[src/rtl/clb_chain_pkg.sv]
// Shared types and constants for the slice-serial adder controller.
// Imported by clb_chain_cell, clb_chain_ctrl and clb_chain_top.
package clb_chain_pkg;

  localparam int SLICE_W = 2;

  typedef enum logic [1:0] {
    IDLE = 2'd0,
    RUN  = 2'd1,
    DONE = 2'd2
  } state_e;

  // Signed overflow: same-sign operands whose sum flips sign.
  function automatic logic ovf_of(
    input logic a_msb,
    input logic b_msb,
    input logic s_msb
  );
    return (a_msb == b_msb) && (s_msb != a_msb);
  endfunction

endpackage

[src/rtl/clb_chain_cell.sv]
// Registered 2-bit adder cell; sum and carry appear one edge after inputs.
// Stateless apart from the output register, cleared by reset.
module clb_chain_cell
  import clb_chain_pkg::*;
(
  input  logic               clock,
  input  logic               reset,
  input  logic               c_in,
  input  logic [SLICE_W-1:0] input_1,
  input  logic [SLICE_W-1:0] input_2,
  output logic [SLICE_W-1:0] sum,
  output logic               c_out
);

  logic [SLICE_W:0] res_q;
  logic [SLICE_W:0] res_d;

  // Combinational slice add.
  always_comb begin
    res_d = {1'b0, input_1} + {1'b0, input_2}
          + {{SLICE_W{1'b0}}, c_in};
  end

  // Register the slice result.
  always_ff @(posedge clock or posedge reset) begin
    if (reset) res_q <= '0;
    else       res_q <= res_d;
  end

  assign sum   = res_q[SLICE_W-1:0];
  assign c_out = res_q[SLICE_W];

endmodule

[src/rtl/clb_chain_top.sv]
// Integration wrapper: controller plus one registered adder cell.
// Exposes out_ovf when CLB_CHAIN_OVF_EN is defined.
module clb_chain_top
  import clb_chain_pkg::*;
#(
  parameter int WIDTH = 8
) (
  input  logic             clock,
  input  logic             reset,
  input  logic             in_valid,
  output logic             in_ready,
  input  logic [WIDTH-1:0] in_a,
  input  logic [WIDTH-1:0] in_b,
  input  logic             in_cin,
  output logic             out_valid,
  input  logic             out_ready,
  output logic [WIDTH-1:0] out_sum,
`ifdef CLB_CHAIN_OVF_EN
  output logic             out_ovf,
`endif
  output logic             out_cout
);

  logic               c_in;
  logic [SLICE_W-1:0] op1;
  logic [SLICE_W-1:0] op2;
  logic [SLICE_W-1:0] s;
  logic               c_out;

  clb_chain_ctrl #(.WIDTH(WIDTH)) u_ctrl (
    .clock       (clock),
    .reset       (reset),
    .in_valid    (in_valid),
    .in_ready    (in_ready),
    .in_a        (in_a),
    .in_b        (in_b),
    .in_cin      (in_cin),
    .clb_c_in    (c_in),
    .clb_input_1 (op1),
    .clb_input_2 (op2),
    .clb_sum     (s),
    .clb_c_out   (c_out),
    .out_valid   (out_valid),
    .out_ready   (out_ready),
    .out_sum     (out_sum),
`ifdef CLB_CHAIN_OVF_EN
    .out_ovf     (out_ovf),
`endif
    .out_cout    (out_cout)
  );

  clb_chain_cell u_cell (
    .clock   (clock),
    .reset   (reset),
    .c_in    (c_in),
    .input_1 (op1),
    .input_2 (op2),
    .sum     (s),
    .c_out   (c_out)
  );

endmodule

[src/rtl/clb_chain_ctrl.sv]
// Sequences a WIDTH-bit add through an external registered 2-bit cell.
// Optional out_ovf port when CLB_CHAIN_OVF_EN is defined.
module clb_chain_ctrl
  import clb_chain_pkg::*;
#(
  parameter int WIDTH = 8
) (
  input  logic             clock,
  input  logic             reset,
  input  logic             in_valid,
  output logic             in_ready,
  input  logic [WIDTH-1:0] in_a,
  input  logic [WIDTH-1:0] in_b,
  input  logic             in_cin,
  output logic             clb_c_in,
  output logic [1:0]       clb_input_1,
  output logic [1:0]       clb_input_2,
  input  logic [1:0]       clb_sum,
  input  logic             clb_c_out,
  output logic             out_valid,
  input  logic             out_ready,
  output logic [WIDTH-1:0] out_sum,
`ifdef CLB_CHAIN_OVF_EN
  output logic             out_ovf,
`endif
  output logic             out_cout
);

  localparam int SLICES = WIDTH / 2;
  localparam int CW     = $clog2(SLICES + 1);
  localparam logic [CW-1:0] LAST = CW'(SLICES);

  if ((WIDTH % 2) != 0 || WIDTH < 4) begin : g_bad_width
    $error("clb_chain_ctrl: WIDTH must be even and >= 4");
  end

  state_e           state_q, state_d;
  logic [CW-1:0]    cnt_q, cnt_d;
  logic [WIDTH-1:0] a_q, a_d;
  logic [WIDTH-1:0] b_q, b_d;
  logic             cin_q, cin_d;
  logic [WIDTH-1:0] sum_q, sum_d;
  logic             cout_q, cout_d;
`ifdef CLB_CHAIN_OVF_EN
  logic             ovf_q, ovf_d;
`endif

  // Next-state, operand latch and result demux.
  always_comb begin
    state_d = state_q;
    cnt_d   = cnt_q;
    a_d     = a_q;
    b_d     = b_q;
    cin_d   = cin_q;
    sum_d   = sum_q;
    cout_d  = cout_q;
`ifdef CLB_CHAIN_OVF_EN
    ovf_d   = ovf_q;
`endif
    unique case (state_q)
      IDLE: begin
        if (in_valid) begin
          a_d     = in_a;
          b_d     = in_b;
          cin_d   = in_cin;
          cnt_d   = '0;
          state_d = RUN;
        end
      end
      RUN: begin
        cnt_d = cnt_q + CW'(1);
        // Cell output lags by one edge: slice cnt-1 lands now.
        for (int i = 1; i <= SLICES; i++) begin
          if (cnt_q == CW'(i)) begin
            sum_d[(i-1)*SLICE_W +: SLICE_W] = clb_sum;
          end
        end
        if (cnt_q == LAST) begin
          cout_d  = clb_c_out;
          cnt_d   = '0;
          state_d = DONE;
`ifdef CLB_CHAIN_OVF_EN
          ovf_d   = ovf_of(a_q[WIDTH-1], b_q[WIDTH-1],
                           clb_sum[SLICE_W-1]);
`endif
        end
      end
      DONE: begin
        if (out_ready) state_d = IDLE;
      end
      default: begin
        state_d = IDLE;
      end
    endcase
  end

  // Slice presentation to the cell; idle outside RUN.
  always_comb begin
    clb_input_1 = '0;
    clb_input_2 = '0;
    clb_c_in    = 1'b0;
    if (state_q == RUN) begin
      for (int i = 0; i < SLICES; i++) begin
        if (cnt_q == CW'(i)) begin
          clb_input_1 = a_q[i*SLICE_W +: SLICE_W];
          clb_input_2 = b_q[i*SLICE_W +: SLICE_W];
          // Slice 0 never uses stale cell carry.
          clb_c_in    = (i == 0) ? cin_q : clb_c_out;
        end
      end
    end
  end

  // State and datapath registers.
  always_ff @(posedge clock or posedge reset) begin
    if (reset) begin
      state_q <= IDLE;
      cnt_q   <= '0;
      a_q     <= '0;
      b_q     <= '0;
      cin_q   <= 1'b0;
      sum_q   <= '0;
      cout_q  <= 1'b0;
`ifdef CLB_CHAIN_OVF_EN
      ovf_q   <= 1'b0;
`endif
    end else begin
      state_q <= state_d;
      cnt_q   <= cnt_d;
      a_q     <= a_d;
      b_q     <= b_d;
      cin_q   <= cin_d;
      sum_q   <= sum_d;
      cout_q  <= cout_d;
`ifdef CLB_CHAIN_OVF_EN
      ovf_q   <= ovf_d;
`endif
    end
  end

  assign in_ready  = (state_q == IDLE) && !reset;
  assign out_valid = (state_q == DONE);
  assign out_sum   = sum_q;
  assign out_cout  = cout_q;
`ifdef CLB_CHAIN_OVF_EN
  assign out_ovf   = ovf_q;
`endif

endmodule

[config.mk]
export PLATFORM = sky130hd
export DESIGN_NAME = clb_chain_top
export DESIGN_NICKNAME = d
export VERILOG_FILES = /design/src/rtl/clb_chain_pkg.sv /design/src/rtl/clb_chain_cell.sv /design/src/rtl/clb_chain_top.sv /design/src/rtl/clb_chain_ctrl.sv
export SDC_FILE = /design/constraint.sdc
export NUM_CORES = 1
export LEC_CHECK = 0
export CORE_MARGIN = 2
export CORE_UTILIZATION = 40
export DETAILED_ROUTE_END_ITERATION = 16
export GPL_TIMING_DRIVEN = 0
export MAX_ROUTING_LAYER = met4
export PLACE_DENSITY_LB_ADDON = 0.05
export SYNTH_ARGS = -nofsm -noshare
export SYNTH_HDL_FRONTEND = slang
export SYNTH_SLANG_ARGS = --single-unit
export TNS_END_PERCENT = 100
[constraint.sdc]
create_clock -name clock -period 2.5 [get_ports clock]
set_input_delay 0.25 -clock clock [delete_from_list [all_inputs] [get_ports clock]]
set_output_delay 0.25 -clock clock [all_outputs]
set_load 0.02 [all_outputs]
* Word level (Yosys, flattened, before mapping)
Cells that the tools add are included.
** Operators by class
- Reductions and logical operators :: 12
- Equality and inequality tests :: 9
- Add/sub/neg operators :: 3
- Mux-type cells :: 22
** Operators with widths (count)
- 2-to-1 mux 2 bit :: 13
- AND reduction 2 bit :: 6
- equality test 3 x 2 -> 1 bit (second input constant) :: 2
- 2-to-1 mux 3 bit :: 2
- one-hot mux 2 bit (3 select lines) :: 1
- one-hot mux 3 bit (2 select lines) :: 1
- 2-to-1 mux 1 bit :: 5
- inequality test 2 x 1 -> 1 bit (second input constant) :: 2
- adder 2 x 2 -> 3 bit :: 1
- adder 3 x 1 -> 3 bit :: 1
- adder 3 x 1 -> 3 bit (second input constant) :: 1
- equality test 3 x 1 -> 1 bit (second input constant) :: 1
- equality test 3 bit (second input constant) :: 1
- zero test 3 bit :: 1
- AND reduction 3 bit :: 1
- equality test 2 x 1 -> 1 bit (second input constant) :: 1
- equality test 2 bit (second input constant) :: 1
- zero test 2 bit :: 1
- inequality test 2 bit (second input constant) :: 1
- nonzero test 2 bit :: 1
- logical AND 1 bit :: 1
- zero test 1 bit :: 1
** Storage, ports and cells
- Flip-flop bits (word level) :: 34
- Output and inout bits :: 11
- Input port bits :: 21

* Logic depth before layout (Yosys ltp)
Gate-level depths: netlist of the first run.
- Depth after elaboration :: 8
- Mapped depth :: 10
- Gate-level depth less buffers :: 9

* Hierarchy
A second synthesis of the first run with hierarchy kept.
** Unflattened totals
- Cells, all modules :: 125
- Area, all modules :: 1612.8 um2
** Modules (own cells, without submodules)
- clb_chain_ctrl :: times used 1, area an instance 1463.9 um2, sequential area each 775.7 um2, cells an instance 111
- clb_chain_cell :: times used 1, area an instance 148.9 um2, sequential area each 75.1 um2, cells an instance 14

* Worst setup path after synthesis of the first run
Ideal clock, no wire load.
- Path type :: flip-flop to flip-flop
- From :: register u_ctrl.cnt_q[0]
- To :: register u_cell.res_q[1]
- Library setup time :: 0.064 ns
- Path slack :: 0.136 ns
- Clock period less this slack :: 2.364 ns
- Path buffers :: 0
- Cell stages (with the launch flop) :: 10
- Data arrival time :: 2.300 ns
- Cells stage by stage :: dfrtp_1 -> inv_1 -> ha_1 -> nor2b_1 -> a221o_1 -> a32o_1 -> fa_1 -> inv_1 -> fa_1 -> inv_1
** On the way
- Longest elaborated chain between the ends :: 8
** RTL lines
- start, declared :: RTL line clb_chain_ctrl.sv:38 : logic [CW-1:0] cnt_q, cnt_d;
- start signal, assigned :: RTL line clb_chain_ctrl.sv:129 : cnt_q <= cnt_d;
- zero test 3 bit :: RTL line clb_chain_ctrl.sv:104 : if (cnt_q == CW'(i)) begin
- 2-to-1 mux 2 bit (4 in a row) :: RTL line clb_chain_ctrl.sv:104
- 2-to-1 mux 2 bit :: RTL line clb_chain_ctrl.sv:102 : if (state_q == RUN) begin
- adder 2 x 2 -> 3 bit :: RTL line clb_chain_cell.sv:20 : res_d = {1'b0, input_1} + {1'b0, input_2}
- adder 3 x 1 -> 3 bit * :: RTL line clb_chain_cell.sv:21 : + {{SLICE_W{1'b0}}, c_in};
- net u_cell.res_d[1] :: RTL line clb_chain_cell.sv:16 : logic [SLICE_W:0] res_d;
- end signal, assigned :: RTL line clb_chain_cell.sv:27 : else res_q <= res_d;
- end, declared :: RTL line clb_chain_cell.sv:15 : logic [SLICE_W:0] res_q;
The timed path passes the listed nets; every way through them passes the cells marked *.
A chain may end at the register's enable or synchronous reset.

* Worst setup path after layout of the first run
- From :: register u_ctrl.cnt_q[1]
- To :: register u_cell.res_q[1]
Same word-level chain as after synthesis.

==> summary.md, run 1 <==
| Metric | Value |
|---|---|
| Status | finished, final reports clean |
| Arrival time worst endpoint | roughly 2.6 ns |
| Crit path top cell by count | inv_2 |
| Die width | 67.65 um |
| Cell Chain, Critical Path | inv_2 > ha_4 > buf_8 > nor2b_1 > a221o_1 > a32o_2 > fa_2 > inv_2 > fa_1 > inv_1 |
| H-tree levels | 2 |
| Setup Crit Path Kind | reg2reg |
| Number of buffers inserted by port buffering | 31 |
| Cells on worst reg2reg path | 10 |
| Area of the multi-input gates | ~730 um2 |
| Min Tclk post-route | 2.383 ns |
| Final #Nets | around 220 |
| M1 WL | 1372 um |
| Least-Margin Pin Slew | 0.6847 ns |
| DP Worst Slack | -0.02892 ns |
| Inst Count DP | around 240 |
| Leakage power total | 0.001025 uW |
| Most common cell after layout, fill and taps aside | nand2_1 |
| First-pass GRT wire length | 5533 um |
| WHS | between 0.4 and 0.5 ns |
| CTS Root Cell | clkbuf_8 |
| Setup Viol. Count Final | 0 |
| Slew headroom | 54.29% |
| Post-route antenna net violation count | 0 |
| Flops & latches, synth | 34 |
| Net count after synthesis | about 180 |
| Max Buffers Root-to-Sink | 2 |
| Worst Hold Class | in2async |
| Fin. Hold Viols | 0 |
| Ant diodes | 0 |
| GPL Wtd Cong | 0.7970 |
| Mapped Cells | 156 |
| 1st-pass router iterations | 4 |
| Post-synthesis sequential area ratio | between 50% and 60% |
| Die area | between 4000 and 5000 um2 |
| Critical path's slowest cell | dfrtp_1 |
| Worst VDD drop | 0.4566 mV |
| Largest net degree at the start of global routing | 35 |
| Final worst-path cycle share | 95.33% |
| I/O pins | 32 |
| Final Total Pwr | 2682 uW |
| CTS buffer count | 5 |
| Initial core utilization | 41.10% |
| Commonest cells after routing, fill and taps aside | nand2_1, dfrtp_1, clkdlybuf4s50_1 |
| Initial antenna violation count | 0 |
| WL final | 3160 um |
| WL/cell | approximately 13 um |
| Post-route setup slack | 0.1167 ns |
| Met3 routed WL | 150 um |
| Fillers | 368 |
| Post-synthesis average cell area | 10.39 um2 |
| Met2 WL post-DR | 1564 um |
| FMAX | about 420 MHz |
| Vias per Instance | 4.939 |
| Crit path largest cell delay | between 0.4 and 0.5 ns |
| Core box area | 3943 um2 |
| Vias in the first global route | 1240 |
| Global route overflow | 0 |
| PD cells | between 1000 and 1500 nW/um2 |
| CP Capture Type | flop |
| Reg area | 852.1 um2 |
| # rows | 23 |
| Post-Syn Area | 1620 um2 |
| Fin cells | between 200 and 250 |
| Ratio of cells with drive above 1 in the final layout | a little under a fifth |
| Overall Global Routing Usage | 17.13% |
| Distinct cell type count after synthesis | 33 |
| Clk sink count | 34 |
| CTS tree | yes |
| Finished Core Util | a little over half |
| Required time of the worst setup path | 2.72 ns |
| Fin. max-slew vios | 0 |
| Area Growth Syn to Fin | 33.67% |
| Via count | 1205 |
| Ys Warns | 0 |
| Clk_skew | ~0.0076 ns |
| Clock transition at path regs | ~0.07 ns |
| Crit Path Max Fanout | 6 |
| Max Cap Violations | 0 |
| Detailed Place HPWL | 2294 um |
| Hold Buf Count CTS | 0 |
| Remaining DRCs | 0 |
| DRT iter0 DRCs | 39 |
| Nature of the critical path startpoint | flop |
| Clk Latency, worst-skew pair | approximately 0.28 ns |
| Top sig layer | met4 |
| Die Ht | 67.65 um |
-- report_power, final --
group / internal [uW] / switching, uW
Combinational: 596 / 595
Sequential: 802 / 181
Clock: 319 / 190
-- sequential cells by signal (all words and copies together) (netlist names) --
| name | flops |
|---|---|
| u_ctrl.a_q | 8 |
| u_ctrl.b_q | 8 |
| u_ctrl.out_sum | 8 |
| u_cell.res_q | 3 |
| u_ctrl.cnt_q | 3 |
| u_ctrl.state_q | 2 |
| u_ctrl.cin_q | 1 |
| u_ctrl.out_cout | 1 |
-- path summary, 6_finish.rpt --
check                                             from                             to  slack, ns
hold reg to reg              u_ctrl.b_q[2]$_DFFE_PP0P_      u_ctrl.b_q[2]$_DFFE_PP0P_       0.48
setup reg to reg           u_ctrl.cnt_q[1]$_DFFE_PP0P_      u_cell.res_q[1]$_DFF_PP0_       0.12
hold / removal                                   reset  u_ctrl.state_q[1]$_DFFE_PP0P_       0.42
max in group asynchronous                        reset    u_ctrl.cnt_q[0]$_DFFE_PP0P_       1.60
min in group clock           u_ctrl.b_q[2]$_DFFE_PP0P_      u_ctrl.b_q[2]$_DFFE_PP0P_       0.48
setup / recovery           u_ctrl.cnt_q[1]$_DFFE_PP0P_      u_cell.res_q[1]$_DFF_PP0_       0.12
-- per-layer routing --
layer,up-vias,global-route usage [%]
met3,9,6.000
met1,576,19.76
met2,28,27.08
li1,592,-
met4,0,7.143
met5,-,-
-- timing repair --
action,4_1_cts,5_1_grt
pin swaps,0,5
resized for setup,3,15
buffers inserted,0,1
setup endpoints to repair,1,1
-- per-stage QoR --
| stage | instance area, um2 | setup TNS [ns] |
|---|---|---|
| floorplan | 1620 | 0 |
| global placement | 1993 | -0.006871 |
| detailed placement | 1993 | -0.02892 |
| CTS | 2113 | 0 |
| global route | 2166 | -0.003106 |
| finish | 2166 | 0 |
-- worst max-delay path, delay by kind of cell, from the launching register on --
family	cells	cell delay, ns
AOI/OAI and AO/OA	2	0.62
and+or+nand+nor	1	0.07
DFF	1	0.41
adders and majority gates	3	0.88
buffers and inverters	4	0.34
-- area by class of cell --
cell class	count	share of cell area, %
inverters	9	1.560
multi-input cells	107	33.68
well taps	50	2.889
flip-flops and latches	34	39.34
repair buffers	32	14.67
clock inverters	1	1.386
plain buffers	5	2.657
clock buffers	6	3.813
-- kinds of logic (layout without fill, tap and decap cells) --
kind of cell	Yosys count	after routing	synth area share, %
AND/OR/NAND/NOR	76	76	21.85
adder cells (fa/ha/maj)	7	7	6.332
AO/OA/AOI/OAI	15	15	7.336
flip-flops	34	34	52.51
multiplexers	9	9	6.718
buffers and inverters	15	53	5.250
-- cells in the mapped netlist, drive strengths merged --
master  number  area, um2
mux2         9      108.9
fa           2      40.04
clkbuf       2      8.750
a21oi        1      5.000
nor3b        1      18.77
a32oi        2      17.52
or3b         1      8.760
o21ai        3      15.01
and2         1      6.260
nand2b       5      31.28
dfrtp       34      850.8
o32ai        2      17.52
nand4        1      6.260
a221o        3      30.03
and3         2      12.51
o211ai       1      7.510
or2b         1      7.510
nor2b        2      20.02
ha           5      62.56
nor3         2      10.01
nand2       56      210.2
a32o         2      20.02
nand3        2      15.01
a31oi        1      6.260
buf          4      42.53
inv          9      33.78
nor2         2      7.510
Note: power is estimated with default switching activity, not from simulation.
==> run 2, diff against run 1 <==
- PLACE_DENSITY: default -> 0.73
- PLACE_DENSITY_LB_ADDON: 0.05 -> default
==> run 2 against run 1 <==
Setup slack got worse by 0.0033 ns. Via count fell by 2.2%. Sequential cell count did not move. Register-to-register slack barely moved. Combinational power barely moved. Worst hold slack improved by 0.0050 ns. Clock-buffer cell count did not move.
==> summary.md, run 2 (synthesized netlist as in run 1, its figures left out) <==
| Metric | Value |
|---|---|
| Combinational Power Share | 46.2% |
| Global route overflow | 0 |
| Crit path top cell by count | inv_2 |
| Die width | 67.65 um |
| Die area | between 4000 and 5000 um2 |
| WHS | around 0.43 ns |
| Setup Viol. Count Final | 0 |
| Vias per Instance | 4.848 |
| Area Growth Syn to Fin | 31.20% |
| WL/cell | around 12 um |
| Clock transition at path regs | 0.06 ns |
| Slew headroom | 53.40% |
| Min Tclk post-route | between 2 and 2.5 ns |
| Total internal power | 1594 uW |
| H-tree levels | 2 |
| Number of buffers inserted by port buffering | 31 |
| Fin. Hold Viols | 0 |
| Reg-to-reg slack, setup | 0.11 ns |
| WL final | 3024 um |
| PD cells | 1193 nW/um2 |
| Nature of the critical path startpoint | flop |
| First-pass GRT wire length | 5057 um |
| Initial antenna violation count | 0 |
| Clk sink count | 34 |
| Remaining DRCs | 0 |
| Crit Path Max Fanout | 5 |
| Fin. max-slew vios | 0 |
| Least-Margin Pin Slew | 0.6980 ns |
| Detailed Place HPWL | 2143 um |
| Switching fraction of total power | 37.13% |
| Critical path's slowest cell | dfrtp_2 |
| R2r endpoint | u_cell.res_q[1]$_DFF_PP0_ |
| Post-route antenna net violation count | 0 |
| Cells on worst reg2reg path | 9 |
| Sw Pwr | 941.7 uW |
| Max Buffers Root-to-Sink | 2 |
| Clk_skew | 0.002970 ns |
| Clk pwr share | 15.4% |
| Die Ht | 67.65 um |
| Required time of the worst setup path | 2.72 ns |
| Ant diodes | 0 |
| DRT iter0 DRCs | 57 |
| Worst Hold Class | in2async |
| GPL Wtd Cong | about 0.8 |
| Status | finished, final reports clean |
| Most common cell after layout, fill and taps aside | nand2_1 |
| Via count | 1178 |
| I/O pins | 32 |
| Arrival time worst endpoint | 2.61 ns |
| Largest net degree at the start of global routing | 35 |
| Overall Global Routing Usage | 15.73% |
| Cell Chain, Critical Path | inv_2 > ha_4 > nor2b_2 > a221o_1 > a32o_2 > fa_2 > inv_2 > fa_1 > inv_1 |
| Vias in the first global route | 1148 |
| FMAX | 419.0 MHz |
| RR Startpoint | u_ctrl.cnt_q[0]$_DFFE_PP0P_ |
| Final worst-path cycle share | 95.46% |
| CTS tree | yes |
| 1st-pass router iterations | 4 |
| Clk Latency, worst-skew pair | 0.28 ns |
| CTS buffer count | 5 |
| CTS Root Cell | clkbuf_8 |
| Commonest cells after routing, fill and taps aside | nand2_1, dfrtp_1, clkdlybuf4s50_1 |
| Crit path largest cell delay | 0.43 ns |
| Leakage power total | 0.001012 uW |
| Worst VDD drop | 0.4641 mV |
| CP Capture Type | flop |
| Ratio of cells with drive above 1 in the final layout | 18.65% |
| Setup TNS | 0 ns |
| Final #Nets | 222 |
| Setup Crit Path Kind | reg2reg |
| Sequential Power Share | 38.4% |
| Finished Core Util | 53.92% |
| Initial core utilization | 41.10% |
| # rows | 23 |
| Unrepaired setup endpoints after global routing | no |
| Max Cap Violations | 0 |
| Hold Buf Count CTS | 0 |
| Core box area | 3943 um2 |
[run 2: metal layers]
| layer | GRT usage [%] | vias up | share of wire (%) |
|---|---|---|---|
| met5 | - | - | 0 |
| met4 | 7.653 | 0 | 2.0 |
| met3 | 4.000 | 8 | 4.6 |
| met2 | 23.53 | 34 | 47 |
| met1 | 19.79 | 545 | 46 |
| li1 | - | 591 | - |
[run 2: worst max path at each step]
stage / startpoint / to
after floorplan: u_ctrl.cnt_q[0]$_DFFE_PP0P_ / u_cell.res_q[1]$_DFF_PP0_
after CTS: u_ctrl.cnt_q[1]$_DFFE_PP0P_ / u_cell.res_q[1]$_DFF_PP0_
final: u_ctrl.cnt_q[0]$_DFFE_PP0P_ / u_cell.res_q[1]$_DFF_PP0_
after global routing: u_ctrl.cnt_q[0]$_DFFE_PP0P_ / u_cell.res_q[1]$_DFF_PP0_
after detailed placement: u_ctrl.cnt_q[0]$_DFFE_PP0P_ / u_cell.res_q[1]$_DFF_PP0_
after global placement: u_ctrl.cnt_q[0]$_DFFE_PP0P_ / u_cell.res_q[1]$_DFF_PP0_
[run 2: what timing repair did]
action / CTS / global route
gates resized for setup: 2 / 14
buffers inserted: 0 / 1
pin swaps: 0 / 3
cloned: 0 / 0
setup endpoints to repair: 1 / 1
[run 2: power by group through the flow]
stage	registers (uW)	clock network (uW)	logic, uW
floorplan	1010	0	712
global placement	964	0	1080
detailed placement	976	0	1100
CTS	966	404	1110
global route	1010	421	1330
finish	975	391	1170
[run 2: through the flow]
step                power [uW]  std cells  instance area, um2  setup slack, ns
CTS                       2483        242                2077        0.0003137
detailed placement        2078        237                1993         -0.02455
global route              2758        243                2126         0.007088
floorplan                 1721        156                1620           0.1359
global placement          2042        237                1993         -0.01183
finish                    2536        243                2126           0.1134
[run 2: critical path: cells and delay by family, from the launching register on]
family                     cells  cell delay, ns
adders and majority gates      3            0.92
AOI/OAI and AO/OA              2            0.60
DFF                            1            0.43
buffers and inverters          3            0.20
and+or+nand+nor                1            0.16
[run 2: layout make-up]
cell class                      instances  area, um2
Buffer                                  5      53.80
Clock buffer                            6      82.58
Fill cell                             360       1817
Inverter                                9      33.78
Multi-Input combinational cell        107      723.2
Sequential cell                        34      852.1
Tap cell                               50      62.56
Timing Repair Buffer                   32      317.8
==> run 3, diff against run 2 <==
- PLACE_DENSITY: 0.73 -> 0.67
- RECOVER_POWER: default -> 25
==> run 3 against run 2 <==
Sequential cell count did not move. Clock-buffer cell count rose by 1. Register-to-register slack got worse by 0.06 ns. Largest cell class unchanged.
==> summary.md, run 3 (synthesized netlist as in run 1, its figures left out) <==
| Metric | Value |
|---|---|
| Clk Latency, worst-skew pair | 0.29 ns |
| GPL Wtd Cong | 0.7753 |
| # rows | 23 |
| Die Ht | 67.65 um |
| Least-Margin Pin Slew | 0.9687 ns |
| Ratio of cells with drive above 1 in the final layout | around 17% |
| Area Growth Syn to Fin | 31.27% |
| Max Buffers Root-to-Sink | 2 |
| Inst Count DP | approximately 240 |
| Commonest cells after routing, fill and taps aside | nand2_1, dfrtp_1, clkdlybuf4s50_1 |
| Worst Hold Class | in2async |
| Arrival time worst endpoint | approximately 2.7 ns |
| Required time of the worst setup path | 2.73 ns |
| Crit Path Max Fanout | 9 |
| Hold Buf Count CTS | 0 |
| Max Cap Violations | 0 |
| CTS tree | yes |
| Die area | 4576 um2 |
| Nature of the critical path startpoint | flop |
| First-pass GRT wire length | 5513 um |
| Post-route antenna net violation count | 0 |
| Fin. max-slew vios | 0 |
| Fin. Hold Viols | 0 |
| Detailed Place HPWL | 2418 um |
| Slew headroom | 35.42% |
| H-tree levels | 2 |
| DP Area | roughly 2000 um2 |
| PD cells | 1215 nW/um2 |
| Setup Crit Path Kind | reg2reg |
| I/O pins | 32 |
| Die width | just under 70 um |
| Crit path largest cell delay | 0.41 ns |
| Crit path max-delay family | adder cells |
| Buf/Inv on CP | 4 |
| Fin area | 2127 um2 |
| Worst VDD drop | 0.4324 mV |
| Clock transition at path regs | 0.07 ns |
| Vias per Instance | around 4.8 |
| WL final | 3286 um |
| WL/cell | 13.30 um |
| Leakage power total | 0.001022 uW |
| CTS buffer count | 5 |
| Via count | roughly 1200 |
| Initial core utilization | about 41% |
| Crit path top cell by count | inv_2 |
| CP Capture Type | flop |
| 1st-pass router iterations | 4 |
| Setup Viol. Count Final | 0 |
| Clk sink count | 34 |
| CTS Root Cell | clkbuf_8 |
| DRT iter0 DRCs | 33 |
| Most common cell after layout, fill and taps aside | nand2_1 |
| FMAX | 408.4 MHz |
| Vias in the first global route | 1220 |
| Overall Global Routing Usage | between 10% and 20% |
| Remaining DRCs | 0 |
| Number of buffers inserted by port buffering | 31 |
| Largest net degree at the start of global routing | 35 |
| Initial antenna violation count | 0 |
| Status | finished, final reports clean |
| Critical path's slowest cell | dfrtp_1 |
| Fin cells | 247 |
| Cell Chain, Critical Path | inv_2 > ha_1 > buf_6 > nor2b_1 > a221o_1 > a32o_2 > fa_2 > inv_2 > fa_1 > inv_1 |
| Final worst-path cycle share | 97.94% |
| Core box area | 3943 um2 |
| Clk_skew | 0.007042 ns |
| Min Tclk post-route | 2.449 ns |
| Global route overflow | 0 |
| Ant diodes | 0 |
| Final #Nets | 224 |
[run 3: final timing paths]
path                                                   from                       endpoint  slack (ns)  depth (start not counted)
min in group clock                                  in_b[2]      u_ctrl.b_q[2]$_DFFE_PP0P_        0.48                          3
worst max register to register  u_ctrl.cnt_q[1]$_DFFE_PP0P_      u_cell.res_q[1]$_DFF_PP0_        0.05                         10
max in group asynchronous                             reset      u_ctrl.a_q[6]$_DFFE_PP0P_        0.86                          3
worst max-delay path            u_ctrl.cnt_q[1]$_DFFE_PP0P_      u_cell.res_q[1]$_DFF_PP0_        0.05                         10
worst min register to register    u_ctrl.b_q[0]$_DFFE_PP0P_      u_ctrl.b_q[0]$_DFFE_PP0P_        0.48                          2
worst min-delay path                                  reset  u_ctrl.out_sum[6]$_DFFE_PP0P_        0.42                          2
[run 3: cell type report]
class / count / area [um2]
Timing Repair Buffer: 34 / 329.1
Tap cell: 50 / 62.56
Sequential cell: 34 / 850.8
Fill cell: 358 / 1815
Multi-Input combinational cell: 107 / 705.7
Buffer: 5 / 53.80
Clock inverter: 1 / 5.005
Clock buffer: 7 / 86.33
Inverter: 9 / 33.78
[run 3: per-stage QoR]
| step | util [%] | hold slack, ns | TNS (ns) | setup WS [ns] | power (uW) |
|---|---|---|---|---|---|
| 3_3_place_gp | 50.56 | 0.4607 | -0.004748 | -0.004748 | 2044 |
| 6_report | 53.95 | 0.4226 | 0 | 0.05143 | 2583 |
| 2_1_floorplan | - | 0.3554 | 0 | 0.1359 | 1721 |
| 4_1_cts | 53.09 | 0.4747 | 0 | 0.01342 | 2552 |
| 5_1_grt | 53.95 | 0.4666 | -0.01988 | -0.01988 | 2791 |
| 3_5_place_dp | 50.56 | 0.4686 | -0.05364 | -0.05364 | 2108 |
[run 3: timing repair]
action / 4_1_cts / 5_1_grt
resized for setup: 3 / 8
endpoints found under the hold margin: 0 / 0
endpoints found under the setup margin: 1 / 1
cloned: 0 / 0
buffers inserted: 1 / 1
[run 3: routing by layer]
metal,routed length (um),GRT usage (%),vias to the layer above,share of wire (%)
met1,1447,19.01,566,44
met4,54,6.122,0,1.6
met5,0,-,-,0
met3,162,5.500,7,4.9
li1,-,-,593,-
met2,1623,29.17,31,49
[run 3: power breakdown]
| group | switching, uW | internal (uW) | total (uW) | leakage (uW) |
|---|---|---|---|---|
| Sequential | 180 | 801 | 981 | 0.000430 |
| Clock | 192 | 222 | 414 | 0.0000482 |
| Combinational | 601 | 588 | 1190 | 0.000544 |
